==> config.mk <==
export PLATFORM = sky130hd
export DESIGN_NAME = led_panel_receiver
export DESIGN_NICKNAME = d
export VERILOG_FILES = /design/src/rtl/led_display_pkg.sv /design/src/rtl/sync_2ff.sv /design/src/rtl/led_panel_receiver.sv
export SDC_FILE = /design/constraint.sdc
export NUM_CORES = 1
export LEC_CHECK = 0
export ABC_AREA = 1
export CORE_UTILIZATION = 56
export DETAILED_ROUTE_END_ITERATION = 7
export PLACE_DENSITY = 0.82
export SETUP_SLACK_MARGIN = 0.05
export SYNTH_ARGS = -nofsm -noshare
export SYNTH_HDL_FRONTEND = slang
export SYNTH_SLANG_ARGS = --single-unit
export TNS_END_PERCENT = 100
==> constraint.sdc <==
create_clock -name clk_in -period 3.7 [get_ports clk_in]
set_input_delay 0.555 -clock clk_in [delete_from_list [all_inputs] [get_ports clk_in]]
set_output_delay 0.555 -clock clk_in [all_outputs]
set_load 0.05 [all_outputs]
==> src/rtl/led_display_pkg.sv <==
// led_display_pkg: shared constants and row type for the LED display serial link
package led_display_pkg;
    localparam int NUM_COLS    = 64;
    localparam int ADDR_W      = 4;
    localparam int SYNC_STAGES = 2;
    typedef logic [2:0][NUM_COLS-1:0] rgb_row_t;
endpackage

==> src/rtl/sync_2ff.sv <==
// sync_2ff: multi-bit flop-chain synchronizer, all bits delayed by the same depth
module sync_2ff
    import led_display_pkg::*;
#(
    parameter int W = 1
) (
    input  logic         clk_in,
    input  logic         n_reset_in,
    input  logic [W-1:0] d_in,
    output logic [W-1:0] q_out
);
    logic [SYNC_STAGES-1:0][W-1:0] sync_q, sync_d;
    // Push the bus one stage deeper each clock
    always_comb sync_d = {sync_q[SYNC_STAGES-2:0], d_in};
    // Stage registers, cleared by reset
    always_ff @(posedge clk_in) begin
        if (!n_reset_in) sync_q <= '0;
        else             sync_q <= sync_d;
    end
    assign q_out = sync_q[SYNC_STAGES-1];
endmodule

==> src/rtl/led_panel_receiver.sv <==
// led_panel_receiver: rebuilds latched LED rows from the serial link and offers them on a valid/ready port
module led_panel_receiver
    import led_display_pkg::*;
#(
    parameter int NUM_COLS = led_display_pkg::NUM_COLS,
    parameter int ADDR_W   = led_display_pkg::ADDR_W,
    parameter int CNT_W    = 16
) (
    input  logic                            clk_in,
    input  logic                            n_reset_in,
    input  logic                            bclk_in,
    input  logic [2:0]                      rgb_top_in,
    input  logic [2:0]                      rgb_bot_in,
    input  logic [ADDR_W-1:0]               addr_in,
    input  logic                            le_in,
    input  logic                            oe_in,
    output logic                            row_valid_out,
    input  logic                            row_ready_in,
    output logic [ADDR_W-1:0]               row_addr_out,
    output logic [2:0][NUM_COLS-1:0]        row_top_out,
    output logic [2:0][NUM_COLS-1:0]        row_bot_out,
    output logic [$clog2(NUM_COLS+1)-1:0]   row_bits_out,
    output logic [CNT_W-1:0]                lit_count_out,
    output logic                            err_overflow_out,
    output logic                            err_length_out
);
    localparam int BW = $clog2(NUM_COLS + 1);
    localparam int SW = 9 + ADDR_W;
    localparam logic [BW-1:0] BITS_MAX  = BW'(NUM_COLS + 1);
    localparam logic [BW-1:0] BITS_FULL = BW'(NUM_COLS);

    logic [SW-1:0]            sync_out;
    logic                     bclk_s, le_s, oe_s;
    logic [2:0]               top_s, bot_s;
    logic [ADDR_W-1:0]        addr_s;
    logic                     bclk_rise, le_rise;
    logic [BW-1:0]            bits_inc;
    logic [CNT_W-1:0]         lit_inc;

    logic                     bclk_prev_q, bclk_prev_d, le_prev_q, le_prev_d;
    logic [2:0][NUM_COLS-1:0] top_sr_q, top_sr_d, bot_sr_q, bot_sr_d;
    logic [2:0][NUM_COLS-1:0] top_out_q, top_out_d, bot_out_q, bot_out_d;
    logic [BW-1:0]            bits_q, bits_d, bits_out_q, bits_out_d;
    logic [CNT_W-1:0]         lit_q, lit_d, lit_out_q, lit_out_d;
    logic [ADDR_W-1:0]        addr_out_q, addr_out_d;
    logic                     valid_q, valid_d, ovf_q, ovf_d, len_q, len_d;

    // Every panel input goes through the same synchronizer so data stays aligned with bclk
    sync_2ff #(.W(SW)) u_sync (
        .clk_in     (clk_in),
        .n_reset_in (n_reset_in),
        .d_in       ({bclk_in, le_in, oe_in, rgb_top_in, rgb_bot_in, addr_in}),
        .q_out      (sync_out)
    );
    assign {bclk_s, le_s, oe_s, top_s, bot_s, addr_s} = sync_out;

    // Edge detect, shift, count, then latch; a same-cycle bclk edge is shifted in before the latch
    always_comb begin
        bclk_rise   = bclk_s & ~bclk_prev_q;
        le_rise     = le_s & ~le_prev_q;
        bclk_prev_d = bclk_s;
        le_prev_d   = le_s;
        for (int c = 0; c < 3; c++) begin
            top_sr_d[c] = bclk_rise ? {top_sr_q[c][NUM_COLS-2:0], top_s[c]} : top_sr_q[c];
            bot_sr_d[c] = bclk_rise ? {bot_sr_q[c][NUM_COLS-2:0], bot_s[c]} : bot_sr_q[c];
        end
        bits_inc   = (bclk_rise && bits_q != BITS_MAX) ? bits_q + 1'b1 : bits_q;
        lit_inc    = (!oe_s && lit_q != '1) ? lit_q + 1'b1 : lit_q;
        bits_d     = le_rise ? '0 : bits_inc;
        lit_d      = le_rise ? '0 : lit_inc;
        top_out_d  = le_rise ? top_sr_d : top_out_q;
        bot_out_d  = le_rise ? bot_sr_d : bot_out_q;
        addr_out_d = le_rise ? addr_s : addr_out_q;
        bits_out_d = le_rise ? bits_inc : bits_out_q;
        lit_out_d  = le_rise ? lit_inc : lit_out_q;
        valid_d    = le_rise | (valid_q & ~row_ready_in);
        ovf_d      = ovf_q | (le_rise & valid_q & ~row_ready_in);
        len_d      = len_q | (le_rise & (bits_inc != BITS_FULL));
    end

    // State and holding registers, all cleared by reset
    always_ff @(posedge clk_in) begin
        if (!n_reset_in) begin
            bclk_prev_q <= 1'b0;
            le_prev_q   <= 1'b0;
            top_sr_q    <= '0;
            bot_sr_q    <= '0;
            bits_q      <= '0;
            lit_q       <= '0;
            top_out_q   <= '0;
            bot_out_q   <= '0;
            addr_out_q  <= '0;
            bits_out_q  <= '0;
            lit_out_q   <= '0;
            valid_q     <= 1'b0;
            ovf_q       <= 1'b0;
            len_q       <= 1'b0;
        end else begin
            bclk_prev_q <= bclk_prev_d;
            le_prev_q   <= le_prev_d;
            top_sr_q    <= top_sr_d;
            bot_sr_q    <= bot_sr_d;
            bits_q      <= bits_d;
            lit_q       <= lit_d;
            top_out_q   <= top_out_d;
            bot_out_q   <= bot_out_d;
            addr_out_q  <= addr_out_d;
            bits_out_q  <= bits_out_d;
            lit_out_q   <= lit_out_d;
            valid_q     <= valid_d;
            ovf_q       <= ovf_d;
            len_q       <= len_d;
        end
    end

    assign row_valid_out    = valid_q;
    assign row_addr_out     = addr_out_q;
    assign row_top_out      = top_out_q;
    assign row_bot_out      = bot_out_q;
    assign row_bits_out     = bits_out_q;
    assign lit_count_out    = lit_out_q;
    assign err_overflow_out = ovf_q;
    assign err_length_out   = len_q;
endmodule

Yosys cells after proc, flatten, opt, wreduce, memory -nomap -nowiden
Cells that the tools add are included.
{"block": "totals", "register_bits": 849}
{"block": "op_classes", "n_reduce_logical": 4, "n_bitwise": 13, "n_eq_ne": 3, "mux": 8, "addsub": 2}
{"op": "$mux 64", "count": 6}
{"op": "$add 16x1->16 const B", "count": 1}
{"op": "$mux 16", "count": 1}
{"op": "$ne 16x16->1 const B", "count": 1}
{"op": "$ne 7x7->1 const B", "count": 2}
{"op": "$add 7x1->7 const B", "count": 1}
{"op": "$mux 7", "count": 1}
{"op": "$and 1x1->1", "count": 6}
{"op": "$not 1->1", "count": 4}
{"op": "$or 1x1->1", "count": 3}
{"op": "$logic_and 1x1->1", "count": 2}
{"op": "$reduce_or 2->1", "count": 1}
{"op": "$logic_not 1->1", "count": 1}

Logic depth before layout (Yosys ltp)
Gate-level depths: netlist (run 1).
{"block": "logic_depth", "ltp_word": 7, "mapped_depth": 13, "ltp_nobuf": 13}

Modules after synthesis
Synthesis (run 1) repeated with hierarchy kept, for this count alone.
{"block": "hier_totals", "cells_unflattened": 2919, "area_unflattened_um2": 27665.3}
{"module": "led_panel_receiver", "n_inst": 1, "cells_each": 2838, "area_per_inst_um2": 26915.8}
{"module": "sync_2ff", "n_inst": 1, "cells_each": 81, "area_per_inst_um2": 749.5}

Worst setup path before layout (run 1)
OpenSTA, ideal clock, no wires.
{"block": "synth_path", "path_kind": "input -> register", "from": "input port n_reset_in", "to": "register bot_out_q (netlist bit row_bot_out[0])", "slack_ns": 2.095, "t_arrival_ns": 1.488, "n_path_buf": 4, "path_stages": 7, "setup_ns": 0.117, "path_cell_list": "buf_2 inv_2 nor2_1 buf_2 buf_2 buf_2 o22a_1"}
{"item": "start, declared", "line_no": "led_panel_receiver.sv:10", "text": "input logic n_reset_in,"}
{"item": "end signal, assigned", "line_no": "led_panel_receiver.sv:106", "text": "bot_out_q <= bot_out_d;"}
{"item": "end, declared", "line_no": "led_panel_receiver.sv:42", "text": "logic [2:0][NUM_COLS-1:0] top_out_q, top_out_d, bot_out_q, bot_out_d;"}

Final worst setup path (run 1)
{"block": "layout_path", "from": "register bot_out_q (netlist bit row_bot_out[37])", "to": "output port row_bot_out[37] (netlist name)"}
{"item": "end, declared", "line_no": "led_panel_receiver.sv:21", "text": "output logic [2:0][NUM_COLS-1:0] row_bot_out,"}
No word-level cell between the ends.

==> results of run 1 <==
synth_stat cells, drive strengths merged:
| cell | count |
|---|---|
| nor2 | 784 |
| nor3 | 5 |
| a211oi | 6 |
| nand3b | 1 |
| o22a | 384 |
| clkbuf | 96 |
| xor2 | 10 |
| nand2 | 149 |
| nand4 | 3 |
| buf | 128 |
| inv | 73 |
| xnor2 | 3 |
| dfxtp | 849 |
| a22o | 4 |
| o21ai | 402 |
| a31oi | 5 |
| nand3 | 15 |
| a21oi | 15 |
| ha | 3 |
registers in the layout, summed over array words and instances, names as in the netlist, 4 cells and up:
register	count
row_bits_out	7
lit_q	16
lit_count_out	16
row_bot_out	192
bits_q	7
u_sync.sync_d	13
u_sync.q_out	13
top_sr_q	192
row_top_out	192
row_addr_out	4
bot_sr_q	192
where the power goes:
group	switching, mW	total (mW)	leakage (nW)	internal [mW]
clock	3.43	8.66	1.41	5.22
combinational	1.72	2.53	8.32	0.814
sequential	0.287	9.93	6.94	9.65
total	5.44	21.1	16.7	15.7
area by class of cell:
type	instances	area, sq um
Sequential cell	849	17000
Fill cell	3423	13900
Multi-Input combinational cell	1789	9410
Timing Repair Buffer	449	4570
Clock buffer	118	2440
Tap cell	664	831
Clock inverter	33	399
Inverter	73	282
final timing paths:
path,slack [ns],from,cells past startpoint,to
setup / recovery,1.27,row_bot_out[37],1,row_bot_out[37]
hold / removal,0.26,n_reset_in,3,bot_sr_q[42]
setup reg to reg,1.56,u_sync.q_out[12],11,err_length_out
hold reg to reg,0.41,u_sync.sync_d[20],2,u_sync.q_out[7]
metrics by stage:
| step | cells | util (%) |
|---|---|---|
| after floorplan | 2935 | - |
| after global placement | 3824 | 65.7 |
| after detailed placement | 3824 | 65.7 |
| after CTS | 3975 | 71.5 |
| after global routing | 3975 | 71.5 |
| final | 3975 | 71.5 |
metal layers:
metal  part of all wire (%)  up-vias
met5                  0.080        -
met4                    4.5       10
met3                    7.4      180
met2                     48      738
met1                     40    10500
li1                       -    10600
cells by family (layout without fill, tap and decap cells):
logic type                 after synthesis  in the layout
AOI/OAI and AO/OA                      816            816
buffers and inverters                  297            673
and+or+nand+nor                        957            957
DFF                                    849            849
xor gates and xnor gates                13             13
adders and majority gates                3              3
==> flow_summary_export.csv, run 1 <==
group,metric,value,unit
synthesis,synth_compound_area_share,20.1,%
global_routing,grt-ovfl-total,0,
die,io_pins,430,
hold_path,hold_class,"in2reg",
global_routing,busiest_layer,"met2",
placed_design,pre_cts_slack,1.29,ns
die,core_area,48800,sq um
detailed_routing,routed_via_density,5.54,
placed_design,placed_area,32100,sq um
worst_setup_path,cp_max_fo,2,
clocking,numCtsBuffers,82,
run_status,status,"finished clean",
global_routing,use_met2,44.8,%
cells_and_area,area_delta_synth_final,26.2,%
cells_and_area,diodes,0,
die,die-area,50300,sq um
cells_and_area,final_common_cell,"dfxtp_1",
sta,tns,0,ns
detailed_routing,drt_drc_violations_left,0,
synthesis,synth_top_family_by_area,"compound AO/OA/AOI/OAI gates",
worst_setup_path,required,3.14,ns
power_and_ir_drop,p_total,21.1,mW
clocking,cts_max_path_buffers,3,
clocking,root_buffer,"clkbuf_16",
synthesis,yosys.area_share.simple,13.3,%
placed_design,dpl.hpwl,42000,um
power_and_ir_drop,vdd_ir_drop_max,0.478,mV
placed_design,port_buffers,429,
synthesis,synthCells,2935,
cells_and_area,drive_gt1_share,5.23,%
cells_and_area,fin_nets,3263,
synthesis,synthMuxAreaShare,0,%
worst_setup_path,cp_cell_sequence,"clkdlybuf4s50_1",
clocking,clock_sinks,849,
detailed_routing,ant_nets,0,
synthesis,synth.area.top_cells,"dfxtp_1 61%, o22a_1 12%, nor2_1 11%",
cells_and_area,fin_area,34900,sq um
sta,hold_viol,0,
sta,finalCritPeriodShare,65.6,%
sta,clock.fmax,412,MHz
power_and_ir_drop,power_density,605,nW/um^2
synthesis,yosys.area_share.adder,0.136,%
global_routing,grt_pass1_vias,21500,
global_routing,grt_use_met1,32.1,%
die,die_h,224,um
detailed_routing,vias,22000,
sta,relSlewSlack,29.1,%
clocking,htree_levels,3,
synthesis,synth_top_cell_by_area,"dfxtp_1",
global_routing,grtUsageTotal,27.0,%
sta,finClkSkew,0.0144,ns
detailed_routing,drt_iter0_drc,1597,
sta,rsz0062_at_grt,"false",
worst_setup_path,cp_slowest_cell,"clkdlybuf4s50_1",
flow_run,cap_violations,0,
die,die_w,224,um
power_and_ir_drop,p_leak,16.7,nW
synthesis,syn_avg_cell_area,9.43,sq um
worst_setup_path,start_kind,"flop",
clocking,clk_latency,0.62,ns
synthesis,yosysWarningCount,0,
die,rows,81,
sta,max_slew.worst_pin.slew,1.06,ns
clocking,postCtsHoldBufs,0,
worst_setup_path,path_class,"reg2out",
die,initial_utilization,56.6,%
sta,fin_hold_ws,0.262,ns
sta,drv_slew,0,
sta,fin_crit,2.43,ns
worst_setup_path,end_kind,"output port",
global_routing,antenna_found_initial,5,
worst_setup_path,crit_path_max_incr_delay,0.85,ns
clocking,cts_setup_buffers,0,
global_routing,grtUsageMet3,7.29,%
clocking,path_clk_slew,0.06,ns
worst_setup_path,cp_top_family,"buffers and inverters",
global_routing,grt_max_degree,210,
sta,setup_slack,1.27,ns
synthesis,synth_seq_cells,849,
detailed_routing,wl_per_cell,17.6,um
synthesis,synth_xor_area_share,0.411,%
placed_design,gp_congestion,0.877,
detailed_routing,drt-total-wl,69900,um
clocking,cts_tree,"done",
clocking,cts-resized-gates,0,
global_routing,grt_pass1_wl,110000,um
synthesis,ys_seq_area_share,61.4,%
synthesis,synth_area,27700,sq um
synthesis,yosysUniqueCellTypes,31,
sta,setup_viol,0,
worst_setup_path,arrival,1.87,ns
worst_setup_path,path_buf_inv,1,
synthesis,syn-num-nets,2954,
cells_and_area,final_cell_mix,"849 x dfxtp_1, 779 x nor2_1, 428 x clkdlybuf4s50_1, 398 x o21ai_0, 384 x o22a_1",
detailed_routing,drt_first_pass_iters,5,
synthesis,synth_top_cell_area_share,61.4,%
(Power assumes the default switching activity.)
==> run 2, diff against run 1 <==
--- a/config.mk
+++ b/config.mk
@@ -6,9 +6,9 @@
 export NUM_CORES = 1
 export LEC_CHECK = 0
 export ABC_AREA = 1
-export CORE_UTILIZATION = 56
+export CORE_UTILIZATION = 48
 export DETAILED_ROUTE_END_ITERATION = 7
-export PLACE_DENSITY = 0.82
+export PLACE_DENSITY = 0.74
 export SETUP_SLACK_MARGIN = 0.05
 export SYNTH_ARGS = -nofsm -noshare
 export SYNTH_HDL_FRONTEND = slang
==> constraint.sdc (replaced) <==
create_clock -name clk_in -period 2.1 [get_ports clk_in]
set_input_delay 0.315 -clock clk_in [delete_from_list [all_inputs] [get_ports clk_in]]
set_output_delay 0.315 -clock clk_in [all_outputs]
set_load 0.05 [all_outputs]
==> run 2 against run 1 <==
Against the previous run: worst setup slack got worse by 1.1 ns; clock power increased by 73%; cell count increased by 3.2%; sequential share of layout area decreased by 0.21 points; first-iteration DRC count decreased by 23%; non-clock buffer count increased by 43; routed wire length increased by 1.5%; sequential power increased by 76%; die area increased by 17%; critical endpoint is now lit_count_out[14].
==> flow_summary_export.csv, run 2 (same netlist as run 1, synthesis figures left out) <==
group,metric,value,unit
worst_setup_path,cp_top_family,"buffers and inverters",
detailed_routing,wl_per_cell,17.3,um
power_and_ir_drop,sw_frac_of_total,26.5,%
sta,tns,0,ns
clocking,cts_setup_buffers,0,
worst_setup_path,cp.depth,1,
worst_setup_path,crit_path_max_incr_delay,0.61,ns
power_and_ir_drop,p_total,36.7,mW
cells_and_area,final_cell_mix,"849 x dfxtp_1, 779 x nor2_1, 413 x dlygate4sd2_1, 395 x o21ai_0, 384 x o22a_1",
sta,rsz0062_at_grt,"false",
sta,max_slew.worst_pin.slew,0.837,ns
global_routing,grtUsageTotal,23.6,%
global_routing,grt_pass1_wl,114000,um
die,die_h,242,um
placed_design,dp_cells,3958,
worst_setup_path,r2r_cells,10,
cells_and_area,fin_nets,3307,
hold_path,hold_class,"in2reg",
clocking,htree_levels,3,
worst_setup_path,end_kind,"output port",
detailed_routing,ant_nets,0,
global_routing,grt-ovfl-total,0,
clocking,numCtsBuffers,83,
cells_and_area,area_delta_synth_final,26.8,%
power_and_ir_drop,comb_power_share,11.6,%
power_and_ir_drop,p_leak,18.7,nW
die,io_pins,430,
detailed_routing,drt-total-wl,70900,um
worst_setup_path,cp_slowest_cell,"dlygate4sd2_1",
sta,drv_slew,0,
hold_path,whs_path_depth,3,
global_routing,antenna_found_initial,2,
power_and_ir_drop,power_density,1050,nW/um^2
sta,finalCritPeriodShare,91.0,%
power_and_ir_drop,seq_power_share,47.7,%
clocking,clk_latency,0.63,ns
cells_and_area,drive_gt1_share,6.30,%
die,die-area,58600,sq um
die,die_w,242,um
sta,setup_viol,0,
sta,hold_viol,0,
detailed_routing,drt_iter0_drc,1236,
clocking,cts_tree,"done",
die,initial_utilization,48.8,%
placed_design,gp_congestion,0.852,
worst_setup_path,path_buf_inv,1,
run_status,status,"finished clean",
worst_setup_path,required,1.78,ns
worst_setup_path,cp_cell_sequence,"dlygate4sd2_1",
detailed_routing,drt_first_pass_iters,7,
cells_and_area,finalNonFillerCells,4103,
detailed_routing,routed_via_density,5.37,
placed_design,dpl.hpwl,45400,um
power_and_ir_drop,power.switching,9.72,mW
worst_setup_path,arrival,1.60,ns
worst_setup_path,start_kind,"flop",
clocking,path_clk_slew,0.06,ns
sta,fin_hold_ws,0.215,ns
clocking,clock_sinks,849,
flow_run,cap_violations,0,
die,core_area,56700,sq um
clocking,cts_max_path_buffers,3,
power_and_ir_drop,vdd_ir_drop_max,0.710,mV
die,rows,87,
sta,fin_crit,1.91,ns
detailed_routing,drt_drc_violations_left,0,
global_routing,grt_pass1_vias,21700,
worst_setup_path,cp_max_fo,2,
sta,clock.fmax,523,MHz
detailed_routing,vias,22000,
worst_setup_path,path_class,"reg2out",
power_and_ir_drop,power.share.clock,40.8,%
power_and_ir_drop,power.internal,27.0,mW
sta,finClkSkew,0.0168,ns
cells_and_area,diodes,0,
global_routing,grt_max_degree,154,
placed_design,port_buffers,429,
sta,relSlewSlack,44.1,%
cells_and_area,final_common_cell,"dfxtp_1",
clocking,root_buffer,"clkbuf_16",
cells_and_area,fin_util,61.9,%
## run 2: area by class of cell
class / count / area (sq um)
clock inverters: 23 / 337
clock buffers: 121 / 2450
fillers: 4781 / 21600
flip-flops and latches: 849 / 17000
inverters: 73 / 282
repair buffers: 492 / 4660
multi-input cells: 1789 / 9420
well taps: 756 / 946
## run 2: final timing paths
kind / startpoint / end / slack, ns
worst max-delay path: lit_count_out[14] / lit_count_out[14] / 0.19
worst min-delay path: addr_in[2] / u_sync.sync_d[15] / 0.22
worst max register to register: lit_q[0] / lit_q[4] / 0.22
worst min register to register: u_sync.sync_d[21] / u_sync.q_out[8] / 0.41
## run 2: timing repair
action                     in CTS  in global routing
cloned                          0                  0
hold buffers                    1                  0
setup endpoints to repair     413                 17
hold endpoints to repair        3                  0
gates resized for setup       413                  6
## run 2: power by group through the flow
| stage | combinational, mW | clock (mW) | sequential, mW |
|---|---|---|---|
| after floorplan | 1.40 | 0 | 19.4 |
| after global placement | 4.49 | 0 | 17.8 |
| after detailed placement | 4.56 | 0 | 17.8 |
| after CTS | 4.26 | 15.2 | 17.5 |
| after global routing | 4.49 | 15.9 | 17.6 |
| final | 4.24 | 15.0 | 17.5 |
## run 2: per-stage QoR
stage                     setup slack [ns]  instance area (sq um)
after floorplan                      0.531                  27700
after global placement               0.209                  32800
after detailed placement             0.142                  32800
after CTS                            0.109                  35100
after global routing                0.0666                  35100
final                                0.189                  35100
## run 2: metal layers
metal	track usage [%]	up-vias	share of wire (%)
met3	5.61	167	5.9
met2	39.3	619	48
met1	29.1	10600	43
met4	10.1	4	4.0
li1	-	10600	-
met5	0	-	0.034
